### src/rtl/addr_cal_phase2_param.sv
// Phase-2 address sequencer: leaf read addresses plus one write start per destination channel.
// Read/first write pulse 3 cycles after start; each later write start 1 cycle after i_write_done (the only pacing input).
module addr_cal_phase2_param #(
    parameter int C_M_AXI_ADDR_WIDTH = 64,
    parameter int C_XFER_SIZE_WIDTH  = 64,
    parameter int NUM_CH             = 8,
    parameter int SPLIT              = 4,
    parameter int CHANNEL_OFFSET     = 0,
    parameter int CH_STRIDE_LOG2     = 28
) (
    input  logic                                                   aclk,
    input  logic                                                   ap_rst_n,
    input  logic                                                   i_start,
    input  logic                                                   i_pass_parity,
    input  logic [C_M_AXI_ADDR_WIDTH-1:0]                          i_ptr_ch_0,
    input  logic [C_XFER_SIZE_WIDTH-1:0]                           i_xfer_size_in_bytes,
    input  logic                                                   i_write_done,
    output logic                                                   o_busy,
    output logic                                                   o_read_start,
    output logic [(NUM_CH/2)*SPLIT-1:0][C_M_AXI_ADDR_WIDTH-1:0]    o_read_addr,
    output logic [C_XFER_SIZE_WIDTH-1:0]                           o_read_size_in_bytes,
    output logic                                                   o_write_start,
    output logic [C_M_AXI_ADDR_WIDTH-1:0]                          o_write_addr,
    output logic                                                   o_phase_2_done
);

    localparam int AW         = C_M_AXI_ADDR_WIDTH;
    localparam int XW         = C_XFER_SIZE_WIDTH;
    localparam int NUM_SRC    = NUM_CH / 2;
    localparam int NUM_DST    = NUM_CH / 2;
    localparam int NUM_LEAF   = NUM_SRC * SPLIT;
    localparam int SPLIT_LOG2 = $clog2(SPLIT);
    localparam int IDX_W      = (NUM_DST > 1) ? $clog2(NUM_DST) : 1;

    typedef enum logic [1:0] {
        S_IDLE  = 2'd0,
        S_CALC1 = 2'd1,
        S_CALC2 = 2'd2,
        S_RUN   = 2'd3
    } state_t;

    state_t                          state_q, state_d;
    logic                            parity_q, parity_d;
    logic [AW-1:0]                   ptr_q, ptr_d;
    logic [XW-1:0]                   size_q, size_d;
    logic [NUM_CH-1:0][AW-1:0]       base_q, base_d;
    logic [XW-1:0]                   seg_q, seg_d;
    logic [NUM_LEAF-1:0][AW-1:0]     read_addr_q, read_addr_d;
    logic [XW-1:0]                   read_size_q, read_size_d;
    logic [NUM_DST-1:0][AW-1:0]      dst_q, dst_d;
    logic [AW-1:0]                   write_addr_q, write_addr_d;
    logic [IDX_W-1:0]                dest_idx_q, dest_idx_d;
    logic                            busy_q, busy_d;
    logic                            read_start_q, read_start_d;
    logic                            write_start_q, write_start_d;
    logic                            done_q, done_d;

    logic [NUM_CH-1:0][AW-1:0]       base_calc;
    logic [XW-1:0]                   seg_calc;
    logic [NUM_LEAF-1:0][AW-1:0]     leaf_calc;
    logic [NUM_DST-1:0][AW-1:0]      dst_calc;
    logic [AW-1:0]                   seg_addr;
    logic [AW-1:0]                   src_addr;
    logic [AW-1:0]                   leaf_acc;

    // First stage: channel bases and per-leaf segment size from the captured inputs.
    always_comb begin
        base_calc = '0;
        seg_calc  = size_q >> SPLIT_LOG2;
        for (int c = 0; c < NUM_CH; c++) begin
            base_calc[c] = ptr_q + (AW'(c + CHANNEL_OFFSET) << CH_STRIDE_LOG2);
        end
    end

    // Second stage: leaves of source s are consecutive seg-sized slices of that channel.
    always_comb begin
        leaf_calc = '0;
        dst_calc  = '0;
        src_addr  = '0;
        leaf_acc  = '0;
        seg_addr  = AW'(seg_q);
        for (int s = 0; s < NUM_SRC; s++) begin
            src_addr = parity_q ? base_q[2*s+1] : base_q[2*s];
            leaf_acc = src_addr;
            for (int k = 0; k < SPLIT; k++) begin
                leaf_calc[s*SPLIT+k] = leaf_acc;
                leaf_acc             = leaf_acc + seg_addr;
            end
        end
        for (int j = 0; j < NUM_DST; j++) begin
            dst_calc[j] = parity_q ? base_q[2*j] : base_q[2*j+1];
        end
    end

    always_comb begin
        state_d       = state_q;
        parity_d      = parity_q;
        ptr_d         = ptr_q;
        size_d        = size_q;
        base_d        = base_q;
        seg_d         = seg_q;
        read_addr_d   = read_addr_q;
        read_size_d   = read_size_q;
        dst_d         = dst_q;
        write_addr_d  = write_addr_q;
        dest_idx_d    = dest_idx_q;
        busy_d        = busy_q;
        read_start_d  = 1'b0;
        write_start_d = 1'b0;
        done_d        = 1'b0;

        case (state_q)
            S_IDLE: begin
                if (i_start) begin
                    parity_d = i_pass_parity;
                    ptr_d    = i_ptr_ch_0;
                    size_d   = i_xfer_size_in_bytes;
                    busy_d   = 1'b1;
                    state_d  = S_CALC1;
                end
            end
            S_CALC1: begin
                base_d  = base_calc;
                seg_d   = seg_calc;
                state_d = S_CALC2;
            end
            S_CALC2: begin
                read_addr_d   = leaf_calc;
                read_size_d   = seg_q;
                dst_d         = dst_calc;
                write_addr_d  = dst_calc[0];
                dest_idx_d    = '0;
                read_start_d  = 1'b1;
                write_start_d = 1'b1;
                state_d       = S_RUN;
            end
            S_RUN: begin
                if (i_write_done) begin
                    if (dest_idx_q == IDX_W'(NUM_DST - 1)) begin
                        done_d  = 1'b1;
                        busy_d  = 1'b0;
                        state_d = S_IDLE;
                    end else begin
                        dest_idx_d    = dest_idx_q + IDX_W'(1);
                        write_start_d = 1'b1;
                        // Select by compare so the index never leaves dst_q's range.
                        for (int j = 0; j < NUM_DST; j++) begin
                            if (IDX_W'(j) == dest_idx_d) begin
                                write_addr_d = dst_q[j];
                            end
                        end
                    end
                end
            end
            default: state_d = S_IDLE;
        endcase
    end

    always_ff @(posedge aclk or negedge ap_rst_n) begin
        if (!ap_rst_n) begin
            state_q       <= S_IDLE;
            parity_q      <= 1'b0;
            ptr_q         <= '0;
            size_q        <= '0;
            base_q        <= '0;
            seg_q         <= '0;
            read_addr_q   <= '0;
            read_size_q   <= '0;
            dst_q         <= '0;
            write_addr_q  <= '0;
            dest_idx_q    <= '0;
            busy_q        <= 1'b0;
            read_start_q  <= 1'b0;
            write_start_q <= 1'b0;
            done_q        <= 1'b0;
        end else begin
            state_q       <= state_d;
            parity_q      <= parity_d;
            ptr_q         <= ptr_d;
            size_q        <= size_d;
            base_q        <= base_d;
            seg_q         <= seg_d;
            read_addr_q   <= read_addr_d;
            read_size_q   <= read_size_d;
            dst_q         <= dst_d;
            write_addr_q  <= write_addr_d;
            dest_idx_q    <= dest_idx_d;
            busy_q        <= busy_d;
            read_start_q  <= read_start_d;
            write_start_q <= write_start_d;
            done_q        <= done_d;
        end
    end

    assign o_busy               = busy_q;
    assign o_read_start         = read_start_q;
    assign o_read_addr          = read_addr_q;
    assign o_read_size_in_bytes = read_size_q;
    assign o_write_start        = write_start_q;
    assign o_write_addr         = write_addr_q;
    assign o_phase_2_done       = done_q;

endmodule

### config.mk
export PLATFORM = sky130hd
export DESIGN_NAME = addr_cal_phase2_param
export DESIGN_NICKNAME = d
export VERILOG_FILES = /design/src/rtl/addr_cal_phase2_param.sv
export SDC_FILE = /design/constraint.sdc
export NUM_CORES = 2
export LEC_CHECK = 0
export BUFFER_PORTS_ARGS = -buffer_cell sky130_fd_sc_hd__buf_2
export CAP_MARGIN = 20
export CORE_ASPECT_RATIO = 0.8
export CORE_MARGIN = 5
export CORE_UTILIZATION = 40
export CTS_BUF_LIST = sky130_fd_sc_hd__clkbuf_16
export CTS_CLUSTER_SIZE = 14
export DETAILED_ROUTE_END_ITERATION = 10
export PLACE_DENSITY = 0.65
export SLEW_MARGIN = 20
export SYNTH_ARGS = -nofsm -noshare
export SYNTH_HDL_FRONTEND = slang
export SYNTH_SLANG_ARGS = --single-unit
### constraint.sdc
create_clock -name aclk -period 8.8 [get_ports aclk]
set_input_delay 2.64 -clock aclk [delete_from_list [all_inputs] [get_ports aclk]]
set_output_delay 2.64 -clock aclk [all_outputs]
set_load 0.03 [all_outputs]
==> flow_summary.toml <==
[run_status]
outcome = "complete, no violations"

[global_routing]
grt_max_degree = 171
antenna_found_initial = 34
grt_pass1_vias = 77389
grt_overflow_total = 0
gr-usage-all-layers_pct = 33.2
grt_pass1_wl_microns = 570000

[sta]
rsz0062_at_grt = "true"
fmax_mhz = 118
worst_pin_slew_ps = 1210
post-route-min-period_ps = 8500
finalSetupViolCount = 0
timing.final.crit_share_pct = 96.6
maxSlewViolCount = 0
timing.slew.headroom_pct = 18.3
hold_violations = 0
whs_ps = 474
clock_skew_ps = 77.8

[routing]
drt_iter0_markers = 6953
postRouteAntennaNets = 0
vias = 78853
via_per_inst = 5.63
drcViolationCount = 0
first_pass_iters = 8
routedWlPerCell_microns = 29.0
totalWireLength_microns = 407000

[synthesis]
synth_compound_area_share_pct = 15.5
syn_inst = 9502
async_reset_ff_share_pct = 100
synth_top_cell_by_area = "dfrtp_1"
yosys.area_share.simple_pct = 12.0
synthXorXnorAreaFrac_pct = 6.31
synthMuxAreaShare_pct = 13.6
synth-seq-cells = 1435
synth_most_common_cell = "dfrtp_1"
synth_edf_count = 0
yosys_warnings = 0
synth_top_area_share_pct = 39.7
yosys-top-cells-area = "dfrtp_1 (40%), mux2_2 (11%), ha_1 (6.8%)"
synth.avg_cell_area_sq_um = 9.52
ys.flop_type = "dfrtp_1"
synth_top_family_by_area = "compound AO/OA/AOI/OAI gates"
synthesis.area_sq_um = 90500
synth_fa_ha_area_share_pct = 6.88
synthDistinctLibCells = 86
yosysSeqAreaShare_pct = 39.7
netlist_top_cells_count = "dfrtp_1 (1,435), nor2_1 (1,131), a21oi_1 (953)"

[setup_path]
worstPathRequired_ps = 9490
start_kind = "flop"
crit_path_max_fanout = 4
cp_num_buf_inv = 5
slowest_stage = "dfrtp_2"
slowest_delay_ps = 460
path_delay_family = "compound AO/OA/AOI/OAI gates"
cp-end-kind = "flop"
worstPathArrival_ps = 9190
critical_path_class = "reg -> reg"

[floorplanning]
die_w_microns = 542
coreArea_sq_um = 225000
die_h_microns = 435
ios = 1289
core.rowCount = 156
start_util_pct = 40.1
dieArea_sq_um = 236000

[cts]
cts_buffer_depth = 4
cts.sinks = 1435
numCtsBuffers = 169
clockRootBuffer = "clkbuf_16"
clk_latency_ps = 880
cts.reportedPaths.clkPinSlew_ps = 60
tritoncts = "built"
htree_levels = 4

[placed_design]
gp_congestion = 1.00
numPortBuffers = 1284
hpwlAfterDp_microns = 322000

[finish]
fin_nets = 11509
drive_gt1_share_pct = 31.2
syn_to_final_growth_pct = 20.0

[job]
max-cap-violations = 0

[worst_hold_path]
worst_hold_path_type = "reg -> reg"
repair_timing:
action / in CTS / in global routing
setup buffers: 2 / 14
gates resized for setup: 25 / 128
endpoints found under the setup margin: 31 / 49
gates cloned: 0 / 2
pin swaps: 9 / 56
hold buffers: 0 / 0
layer usage:
layer | vias up | share of wire (%) | track usage (%)
li1 | 35948 | - | -
met1 | 39113 | 40 | 41.5
met2 | 3074 | 46 | 53.8
met3 | 712 | 7.5 | 7.16
met4 | 6 | 6.6 | 17.4
met5 | - | 0.010 | 0
flip-flops by register name, summed over array words and instances, names as in the netlist, 2 cells and up:
register / flops
o_write_addr: 64
o_read_addr: 667
size_q: 62
ptr_q: 64
o_read_size_in_bytes: 62
dest_idx_q: 2
seg_addr: 62
state_q: 2
dst_q: 139
base_q: 306
worst min-delay path: stages (launching register included):
cell,delay (ps)
dfrtp_1,330
nand2_1,40
o21ai_0,60
area by class of cell:
type	count	area, sq um
fillers	21355	117000
multi-input cells	7018	50000
clock buffers	172	4300
diodes	12	30.0
repair buffers	2098	12900
well taps	3002	3760
inverters	158	602
flip-flops and latches	1435	35900
clock inverters	121	1160
cell families (layout without fill, tap and decap cells):
kind of cell | after synthesis | in the layout
XOR/XNOR | 652 | 652
AO/OA/AOI/OAI | 2300 | 2300
buffers and inverters | 1050 | 2549
flip-flops | 1435 | 1435
AND/OR/NAND/NOR | 2450 | 2450
adder cells (fa/ha/maj) | 496 | 496
other | 1 | 14
multiplexers | 1118 | 1118
metrics by stage:
stage	instance area, sq um	TNS (ps)	instances	setup WS [ps]	utilization [%]
finish	109000	0	14016	300	48.2
global route	109000	-118	14005	-48.0	48.2
CTS	108000	0	13988	21.8	47.8
detailed placement	102000	-5180	13693	-460	45.3
global placement	102000	-6270	13690	-478	45.3
floorplan	90500	0	9503	286	-
cell usage in the layout (no fill, tap or decap), types with 105 or more instances in the layout:
| cell | n |
|---|---|
| a21o_1 | 355 |
| a21oi_1 | 933 |
| buf_2 | 1284 |
| buf_4 | 786 |
| clkbuf_16 | 174 |
| dfrtp_1 | 1431 |
| ha_1 | 479 |
| inv_1 | 183 |
| mux2_2 | 904 |
| mux2i_1 | 210 |
| nand2_1 | 584 |
| nand3_1 | 132 |
| nand4_1 | 105 |
| nor2_1 | 1127 |
| o21ai_0 | 443 |
| xnor2_1 | 384 |
| xor2_1 | 247 |
worst paths after layout:
| kind | slack [ps] | to | from | depth (start not counted) |
|---|---|---|---|---|
| min in group asynchronous | 1780 | o_write_addr[9] | ap_rst_n | 1 |
| worst min register to register | 470 | o_write_addr[19] | o_write_addr[19] | 2 |
| worst min-delay path | 470 | o_write_addr[19] | o_write_addr[19] | 2 |
| worst max register to register | 300 | o_read_addr[1016] | base_q[5] | 39 |
| max in group asynchronous | 5110 | o_read_addr[693] | ap_rst_n | 3 |
| worst max-delay path | 300 | o_read_addr[1016] | base_q[5] | 39 |
Power is not shown: default switching activity piles up to over one toggle a cycle in this logic, so the estimate is an artifact.
